File: src/rtl/ins_loader.sv
// Instruction-memory loader: packs a byte stream into 16-bit words (high byte first)
// and writes them to consecutive addresses from a programmable base, holding the CPU meanwhile.
module ins_loader #(
  parameter int unsigned ADDR_W = 8,
  parameter int unsigned BYTE_W = 8,
  parameter int unsigned DATA_W = 2 * BYTE_W
) (
  input  logic              clk,
  input  logic              rst_n,
  input  logic              start,
  input  logic              abort,
  input  logic [ADDR_W-1:0] base_addr,
  input  logic [ADDR_W:0]   word_count,
  input  logic [BYTE_W-1:0] in_byte,
  input  logic              in_valid,
  output logic              in_ready,
  output logic              wr_en,
  output logic [ADDR_W-1:0] wr_addr,
  output logic [DATA_W-1:0] wr_data,
  output logic              busy,
  output logic              cpu_hold,
  output logic              done,
  output logic              err
);

  localparam int unsigned CNT_W = ADDR_W + 1;
  localparam logic [CNT_W-1:0] MAX_COUNT = CNT_W'(1) << ADDR_W;

  typedef enum logic [2:0] {
    S_IDLE  = 3'd0,
    S_HI    = 3'd1,
    S_LO    = 3'd2,
    S_WRITE = 3'd3,
    S_DONE  = 3'd4
  } state_e;

  state_e            state_q, state_d;
  logic [ADDR_W-1:0] addr_q, addr_d;
  logic [CNT_W-1:0]  remaining_q, remaining_d;
  logic [BYTE_W-1:0] hi_q, hi_d;
  logic [ADDR_W-1:0] wr_addr_q, wr_addr_d;
  logic [DATA_W-1:0] wr_data_q, wr_data_d;
  logic              in_ready_q, in_ready_d;
  logic              wr_en_q, wr_en_d;
  logic              busy_q, busy_d;
  logic              done_q, done_d;
  logic              err_q, err_d;
  logic              xfer;
  logic              count_ok;

  // in_ready_q is only ever set for HI/LO, so it doubles as the transfer qualifier
  assign xfer     = in_valid && in_ready_q;
  assign count_ok = (word_count != '0) && (word_count <= MAX_COUNT);

  // Next-state and registered-output computation
  always_comb begin
    state_d     = state_q;
    addr_d      = addr_q;
    remaining_d = remaining_q;
    hi_d        = hi_q;
    wr_addr_d   = wr_addr_q;
    wr_data_d   = wr_data_q;
    err_d       = 1'b0;

    case (state_q)
      S_IDLE: begin
        if (start) begin
          if (count_ok) begin
            addr_d      = base_addr;
            remaining_d = word_count;
            state_d     = S_HI;
          end else begin
            err_d = 1'b1;
          end
        end
      end
      S_HI: begin
        if (abort) begin
          state_d = S_IDLE;
        end else if (xfer) begin
          hi_d    = in_byte;
          state_d = S_LO;
        end
      end
      S_LO: begin
        if (abort) begin
          state_d = S_IDLE;
        end else if (xfer) begin
          wr_addr_d = addr_q;
          wr_data_d = DATA_W'({hi_q, in_byte});
          state_d   = S_WRITE;
        end
      end
      S_WRITE: begin
        if (abort) begin
          state_d = S_IDLE;
        end else begin
          addr_d      = addr_q + ADDR_W'(1);
          remaining_d = remaining_q - CNT_W'(1);
          state_d     = (remaining_q == CNT_W'(1)) ? S_DONE : S_HI;
        end
      end
      S_DONE:  state_d = S_IDLE;
      default: state_d = S_IDLE;
    endcase

    // Outputs are decoded from the next state so they line up with the state they describe
    in_ready_d = (state_d == S_HI) || (state_d == S_LO);
    busy_d     = (state_d == S_HI) || (state_d == S_LO) || (state_d == S_WRITE);
    wr_en_d    = (state_d == S_WRITE);
    done_d     = (state_d == S_DONE);
  end

  always_ff @(posedge clk or negedge rst_n) begin
    if (!rst_n) begin
      state_q     <= S_IDLE;
      addr_q      <= '0;
      remaining_q <= '0;
      hi_q        <= '0;
      wr_addr_q   <= '0;
      wr_data_q   <= '0;
      in_ready_q  <= 1'b0;
      wr_en_q     <= 1'b0;
      busy_q      <= 1'b0;
      done_q      <= 1'b0;
      err_q       <= 1'b0;
    end else begin
      state_q     <= state_d;
      addr_q      <= addr_d;
      remaining_q <= remaining_d;
      hi_q        <= hi_d;
      wr_addr_q   <= wr_addr_d;
      wr_data_q   <= wr_data_d;
      in_ready_q  <= in_ready_d;
      wr_en_q     <= wr_en_d;
      busy_q      <= busy_d;
      done_q      <= done_d;
      err_q       <= err_d;
    end
  end

  assign in_ready = in_ready_q;
  assign wr_en    = wr_en_q;
  assign wr_addr  = wr_addr_q;
  assign wr_data  = wr_data_q;
  assign busy     = busy_q;
  assign cpu_hold = busy_q;
  assign done     = done_q;
  assign err      = err_q;

endmodule
File: config.mk
export PLATFORM = sky130hd
export DESIGN_NAME = ins_loader
export DESIGN_NICKNAME = d
export VERILOG_FILES = /design/src/rtl/ins_loader.sv
export SDC_FILE = /design/constraint.sdc
export NUM_CORES = 1
export LEC_CHECK = 0
export CAP_MARGIN = 20
export CORE_MARGIN = 4
export CORE_UTILIZATION = 50
export CTS_CLUSTER_SIZE = 28
export DETAILED_ROUTE_END_ITERATION = 16
export HOLD_SLACK_MARGIN = 0.08
export PLACE_DENSITY = 0.77
export SLEW_MARGIN = 20
export SYNTH_ARGS = -nofsm -noshare
export SYNTH_HDL_FRONTEND = slang
export SYNTH_SLANG_ARGS = --single-unit
File: constraint.sdc
create_clock -name clk -period 6 [get_ports clk]
set_clock_uncertainty 0.2 [all_clocks]
set_input_delay 0.6 -clock clk [delete_from_list [all_inputs] [get_ports clk]]
set_output_delay 0.6 -clock clk [all_outputs]
set_load 0.02 [all_outputs]
-- Word level (Yosys, flattened, before mapping)
Index checks and enable logic that the tools add are counted.
Widths: inputs -> output; s select.
- add/subtract/negate cells: 2
- $lt $le $gt $ge: 1
- equal/unequal tests: 11
- multiplexer cells: 20
- bitwise gates (word level): 1
- reduce and logical (&&, ||, !) cells: 10
- operator list (operator ; number):
    $mux 9 ; 3
    $mux 3 ; 8
    $mux 8 ; 3
    $pmux 9 s2 ; 1
    $pmux 8 s2 ; 1
    $eq 3x2->1 const B ; 4
    $pmux 3 s4 ; 1
    $eq 9x1->1 const B ; 1
    $le 9x9->1 const B ; 1
    $reduce_bool 9->1 ; 1
    $sub 9x1->9 const B ; 1
    $add 8x1->8 const B ; 1
    $eq 3x1->1 const B ; 2
    $ne 2x2->1 const B ; 3
    $reduce_and 3->1 ; 2
    $reduce_and 4->1 ; 1
    $eq 3x3->1 const B ; 1
    $logic_not 3->1 ; 1
    $mux 1 ; 3
    $logic_and 1x1->1 ; 2
    $logic_or 1x1->1 ; 2
    $reduce_bool 2->1 ; 1
    $not 1->1 ; 1
- register bits after elaboration: 57
- input bits: 30
- output and inout bits: 30
- logic and storage cells: 56

-- Logic depth before layout (Yosys ltp)
Gate-level depths: netlist of the first run.
- word-level depth: 8
- depth in mapped cells: 8
- gate-level depth less buffers: 7

-- Worst setup path after synthesis of the first run
OpenSTA, ideal clock, no wires.
- kind: input port to flip-flop
- start: input port word_count[7]
- end: register addr_q[7]
- setup time: 126 ps
- data arrival time: 1798 ps
- data required time: 5674 ps
- path slack: 3876 ps
- stages on the path: 6
- path buffers: 1
- cells stage by stage: nor4_2 a211oi_2 or3_1 buf_6 a31oi_1 a21oi_1
- cells in the longest elaborated chain, start to end: 4
- RTL lines (what ; line ; source):
    start: declaration ; 13 ; input logic [ADDR_W:0] word_count,
    $le 9x9->1 or $reduce_bool 9->1 (tied branches) ; 53 ; assign count_ok = (word_count != '0) && (word_count <= MAX_COUNT);
    $logic_and 1x1->1 (*) ; 53 ;
    $ne 2x2->1 (no line) (*) ; -- ;
    $reduce_and 4->1 (no line) (*) ; -- ;
    end signal: assignment ; 129 ; addr_q <= addr_d;
    end: declaration ; 38 ; logic [ADDR_W-1:0] addr_q, addr_d;
Mark *: on every way between the ends. The rest lies on a longest branch, timed or not.
A chain may end at the register's enable or synchronous reset.

-- Worst setup path in the final report of the first run
- start: input port word_count[3]
- end: register addr_q[0]
The elaborated chain is that of the path after synthesis.

==> results of run 1 <==
-- cell usage after synthesis, drive strengths merged --
cell type   n  area share
o22ai       5       0.014
buf         9       0.022
o2bb2ai     3      0.0097
nand4       1      0.0023
nor4        2      0.0093
nand2      87        0.12
nand2b      2      0.0046
clkbuf      5      0.0069
and2        1      0.0023
or3         4       0.013
a22o        1      0.0032
or4b        1      0.0037
mux2i       2      0.0074
nor2b       2      0.0046
a211oi      1      0.0046
dfrtp      57        0.53
nor2       13       0.021
a21oi      24       0.044
nand3       8       0.015
ha          3       0.014
mux2        8       0.033
nand3b      2      0.0056
or4         3      0.0097
o31ai       2      0.0074
inv         4      0.0056
nor3b       3      0.0083
a21boi      1      0.0028
xnor2       1      0.0032
a31oi       2      0.0046
a211o       1      0.0032
nor3       10       0.019
and4        3      0.0097
o21ai      19       0.035
-- per-stage QoR --
stage	util	power, mW	cell area (um^2)
after floorplan	-	0.660	2700
final	0.683	1.17	3530
after global placement	0.639	0.749	3300
after global routing	0.683	1.23	3530
after CTS	0.683	1.17	3530
after detailed placement	0.639	0.760	3300
-- cells by family after synthesis --
logic type / Yosys count
simple gates: 142
compound gates: 59
flops: 57
buf+inv: 18
mux: 10
fa+ha+maj: 3
xor+xnor: 1
-- worst register-to-register path, cell delays in order (launching register included) --
cell	delay [ns]
dfrtp_1	0.46
nand2b_1	0.18
or4_1	0.90
inv_2	0.51
nand2_1	0.11
nand2_1	0.08
-- cell type report --
type | instances | area, um^2 | area share
inverters | 4 | 15.0 | 0.00425
multi-input cells | 215 | 1180 | 0.334
repair buffers | 60 | 593 | 0.168
well taps | 70 | 87.6 | 0.0248
flip-flops and latches | 57 | 1430 | 0.404
clock buffers | 12 | 155 | 0.0439
clock inverters | 4 | 75.1 | 0.0212
-- power groups by stage --
| stage | logic (mW) | clock network (mW) | registers [mW] |
|---|---|---|---|
| global placement | 0.227 | 0 | 0.522 |
| detailed placement | 0.234 | 0 | 0.526 |
| global route | 0.260 | 0.434 | 0.534 |
| floorplan | 0.133 | 0 | 0.527 |
| finish | 0.234 | 0.411 | 0.521 |
| CTS | 0.235 | 0.415 | 0.520 |
-- worst max path at each step --
| stage | end | depth (start not counted) | from |
|---|---|---|---|
| detailed placement | addr_q[0] | 6 | word_count[3] |
| floorplan | addr_q[7] | 6 | word_count[7] |
| finish | addr_q[0] | 6 | word_count[3] |
| global placement | addr_q[0] | 6 | word_count[3] |
| CTS | addr_q[0] | 6 | word_count[3] |
| global route | addr_q[0] | 6 | word_count[3] |
-- registers in the layout (all words and copies together), names as in the netlist --
register and cells:
addr_q 8, busy 1, done 1, err 1
hi_q 8, in_ready 1, remaining_q 9, state_q 3
wr_addr 8, wr_data 16, wr_en 1
-- metal layers --
| layer | vias up | track usage |
|---|---|---|
| met3 | 9 | 0.0395 |
| met2 | 77 | 0.304 |
| met4 | 0 | 0.0912 |
| li1 | 1118 | - |
| met1 | 1127 | 0.278 |
| met5 | - | 0 |
==> flow_summary.toml, run 1 <==
[status]
status = "finished clean"

[power_and_ir_drop]
p_per_area_mw_per_mm2 = 330
clockPowerShare = 0.353
combPwrFrac = 0.200
intPower_mw = 0.831
swShare = 0.288
switchingPower_mw = 0.335
ir_drop_mv = 0.156
leakage_nw = 1.60
pwr-share-seq = 0.447

[worst_setup_path]
start_kind = "primary input"
r2r_end = "wr_data[5]"
cp_num_buf_inv = 1
worstRegToRegCells = 5
r2r_setup_slack_ns = 3.50
critPathRequiredTime_ns = 6.02
path_cells = "clkdlybuf4s50_1 -> nor4_2 -> a211oi_2 -> o31ai_2 -> nor3_1 -> a211o_1"
crit_type = "in -> reg"
cpMaxStageDelayCell = "o31ai_2"
crit_fanout = 15
crit_arrival_ns = 2.83
critPathTopFamily = "compound AO/OA/AOI/OAI gates"
reg2reg_from = "state_q[0]"
end_kind = "flip-flop"
max_stage_delay_ns = 0.82

[placed_design]
dp_cells = 406
dp_slack_ns = 2.85
gp_congestion = 0.875
io_buffers = 59
dp_hpwl_mm = 4.13

[die]
io_pins = 60
die-area_mm2 = 0.00664
die_height_um = 81.5
num_rows = 26
die_w_um = 81.5
core_mm2 = 0.00517
start_util = 0.522

[clocking]
cts_hold_buf = 0
clk-insertion-delay-late_ns = 0.33
cts_buffers = 9
clk_pin_slew_ns = 0.07
htree_levels = 3
cts_root_buf = "clkbuf_8"
cts_setup_buffers = 0
clockBufferDepth = 2
cts_tree = "done"
cts_resized = 0
clock_sinks = 57

[cells_and_area]
n_antenna_cell = 0
final_common_cell = "nand2_1"
stdcell_count = 422
fin_nets = 380
syn_to_final_growth_pct = 30.8
drive_gt1_frac = 0.105
fillers = 406
final_cell_mix = "85 x nand2_1, 58 x clkdlybuf4s50_1, 57 x dfrtp_1"

[yosys]
ys_ff_latch = 57
muxShareOfSynthArea = 0.0408
synth_cells = 290
synthAdderAreaFrac = 0.0139
synth_nets = 323
synth_compound_area_frac = 0.129
yosys.area_share.xor_xnor = 0.00324
avgSynthCellArea_um2 = 9.31
synth_top_family_by_area = "simple AND/OR/NAND/NOR gates"
synth_cell_type_count = 42
ys_warn_count = 0
synth-seq-area-share = 0.528
synth_simple_gate_area_frac = 0.250
post_synth_instance_area_mm2 = 0.00270

[route]
drt-initial-drc-count = 175
vias = 2331
drt_first_pass_iters = 5
avgRoutedWirePerCell_um = 14.4
viasPerCell = 5.52
drt-met1-wl_mm = 2.84
routed_wl_mm = 6.06
drc_errors = 0
ant_nets = 0
wl_met2_mm = 2.74
wl_met3_um = 365
dr.max_layer_used = "met4"

[grt]
grt_first_pass_wirelength_mm = 10.1
grt_pass1_vias = 2220
grt_overflow = 0
grt_use_total = 0.201
grt_max_degree = 58
antenna_found_initial = 0

[timing]
finalSetupViolCount = 0
period_needed_ns = 2.81
grt_setup_unrepaired = "false"
tightestPinTransition_ns = 1.05
setup_tns_ns = 0
hold_slack_ns = 0.210
fin_crit_sh = 0.469
maxClockFrequency_mhz = 355
slew_headroom = 0.300
setup_ws_ns = 3.19
drv_slew = 0
hold_viol_final = 0

[min_path]
hp-class = "in -> async"

[job]
max_cap_violations = 0
Power figures use the tool's default switching activity.
==> run 2: changes to the inputs <==
--- a/config.mk
+++ b/config.mk
@@ -7,11 +7,11 @@
 export LEC_CHECK = 0
 export CAP_MARGIN = 20
 export CORE_MARGIN = 4
-export CORE_UTILIZATION = 50
+export CORE_UTILIZATION = 45
 export CTS_CLUSTER_SIZE = 28
 export DETAILED_ROUTE_END_ITERATION = 16
 export HOLD_SLACK_MARGIN = 0.08
-export PLACE_DENSITY = 0.77
+export PLACE_DENSITY = 0.73
 export SLEW_MARGIN = 20
 export SYNTH_ARGS = -nofsm -noshare
 export SYNTH_HDL_FRONTEND = slang
==> constraint.sdc (replaced) <==
create_clock -name clk -period 2.4 [get_ports clk]
set_clock_uncertainty 0.2 [all_clocks]
set_input_delay 0.24 -clock clk [delete_from_list [all_inputs] [get_ports clk]]
set_output_delay 0.24 -clock clk [all_outputs]
set_load 0.02 [all_outputs]
==> run 2 against run 1 <==
Combinational power grew to 2.5 times the previous value. Flip-flop and latch count is the same. Final cell count grew 2.6%. Highest routed layer unchanged. Utilization shrank 4.7 points. Power grew to 2.6 times the previous value. Global-route usage shrank 1.6 points. Die area grew 10%. Register-to-register slack lost 3.2 ns. Setup slack lost 2.9 ns. First-iteration DRC count shrank 30%.
==> flow_summary.toml, run 2 (same netlist as run 1, synthesis figures left out) <==
[clocking]
htree_levels = 3
cts_resized = 0
clock_sinks = 57
cts_buffers = 9
clk_pin_slew_ns = 0.07
clockBufferDepth = 2
cts_tree = "done"
clk-insertion-delay-late_ns = 0.34
cts_setup_buffers = 0
cts_root_buf = "clkbuf_8"
cts_hold_buf = 1

[timing]
setup_ws_ns = 0.261
hold_viol_final = 0
slew_headroom = 0.624
drv_slew = 0
period_needed_ns = 2.14
tightestPinTransition_ns = 0.559
fin_crit_sh = 0.891
hold_slack_ns = 0.130
maxClockFrequency_mhz = 467
grt_setup_unrepaired = "false"
setup_tns_ns = 0
finalSetupViolCount = 0

[cells_and_area]
n_antenna_cell = 0
fillers = 480
final_common_cell = "nand2_1"
fin_nets = 389
syn_to_final_growth_pct = 33.7
drive_gt1_frac = 0.122
largest_reg_flops = 16
final_cell_mix = "85 x nand2_1, 58 x clkdlybuf4s50_1, 57 x dfrtp_1"

[route]
vias = 2284
drc_errors = 0
drt-met1-wl_mm = 2.90
dr.max_layer_used = "met4"
drt_first_pass_iters = 4
wl_met3_um = 416
routed_wl_mm = 6.24
ant_nets = 0
drt-initial-drc-count = 122
viasPerCell = 5.27
avgRoutedWirePerCell_um = 14.4
wl_met2_mm = 2.85

[placed_design]
dp_hpwl_mm = 4.49
gp_congestion = 0.901
io_buffers = 59
dp_slack_ns = -0.0338

[min_path]
hp-class = "in -> async"

[worst_setup_path]
crit_arrival_ns = 2.16
cp_num_buf_inv = 0
crit_fanout = 10
start_kind = "flip-flop"
critPathTopFamily = "simple AND/OR/NAND/NOR gates"
max_stage_delay_ns = 0.46
critPathRequiredTime_ns = 2.42
cpMaxStageDelayCell = "dfrtp_1"
crit_type = "reg -> reg"
path_cells = "or3_4 -> a211oi_2 -> or3_1 -> nand2_2 -> a22o_1"
r2r_setup_slack_ns = 0.26
worstRegToRegCells = 5
crit_cells = 5
end_kind = "flip-flop"

[power_and_ir_drop]
p_per_area_mw_per_mm2 = 824
power.total_mw = 2.98
leakage_nw = 1.65
ir_drop_mv = 0.431

[grt]
grt_pass1_vias = 2240
grt_use_total = 0.184
antenna_found_initial = 0
grt_first_pass_wirelength_mm = 10.7
grt_overflow = 0
grt_max_degree = 26

[status]
status = "finished clean"

[die]
io_pins = 60
die_height_um = 85.5
core_mm2 = 0.00568
start_util = 0.476
die_w_um = 85.5
num_rows = 27
die-area_mm2 = 0.00731

[job]
max_cap_violations = 0
-- run 2: cell count changes in the layout (fill, tap and decap cells not counted) --
| cell | delta |
|---|---|
| clkinv_2 | +1 |
| clkinvlp_4 | -2 |
| dlygate4sd3_1 | +1 |
| clkbuf_1 | +1 |
| clkinv_4 | +1 |
| buf_4 | +8 |
| bufinv_16 | +1 |
| clkbuf_8 | -2 |
-- run 2: power breakdown --
| part | internal [mW] | total, mW | switching (mW) |
|---|---|---|---|
| clock network | 0.690 | 1.08 | 0.390 |
| logic | 0.303 | 0.596 | 0.293 |
| registers | 1.14 | 1.30 | 0.155 |
| total | 2.14 | 2.98 | 0.838 |
-- run 2: path summary, 6_finish.rpt --
kind                       startpoint         end
setup / recovery           state_q[0]   addr_q[5]
hold / removal                  rst_n  state_q[1]
setup reg to reg           state_q[0]   addr_q[5]
hold reg to reg               hi_q[0]  wr_data[8]
max in group asynchronous       rst_n   addr_q[6]
min in group clk              hi_q[0]  wr_data[8]
-- run 2: per-layer routing --
| layer | GRT usage | vias to the layer above |
|---|---|---|
| met5 | 0 | - |
| met4 | 0.0590 | 0 |
| met3 | 0.0534 | 8 |
| met2 | 0.285 | 80 |
| met1 | 0.249 | 1063 |
| li1 | - | 1133 |
-- run 2: metrics by stage --
step	utilization	instance area, um^2	instances
2_1_floorplan	-	2700	290
3_3_place_gp	0.593	3370	416
3_5_place_dp	0.593	3370	416
4_1_cts	0.636	3610	433
5_1_grt	0.636	3610	433
6_report	0.636	3610	433
-- run 2: final cells by class --
type | instances | area [um^2] | share of cell area
clock buffer | 11 | 131 | 0.0364
clock inverter | 5 | 104 | 0.0288
inverter | 4 | 15.0 | 0.00416
multi-input combinational | 215 | 1180 | 0.327
sequential | 57 | 1430 | 0.395
tap | 72 | 90.1 | 0.0249
timing repair buffer | 69 | 663 | 0.184
-- run 2: worst register-to-register path: cells and delay by family (launching register included) --
| kind | cells | cell delay (ns) |
|---|---|---|
| flops | 1 | 0.46 |
| compound gates | 2 | 0.51 |
| simple gates | 3 | 0.87 |
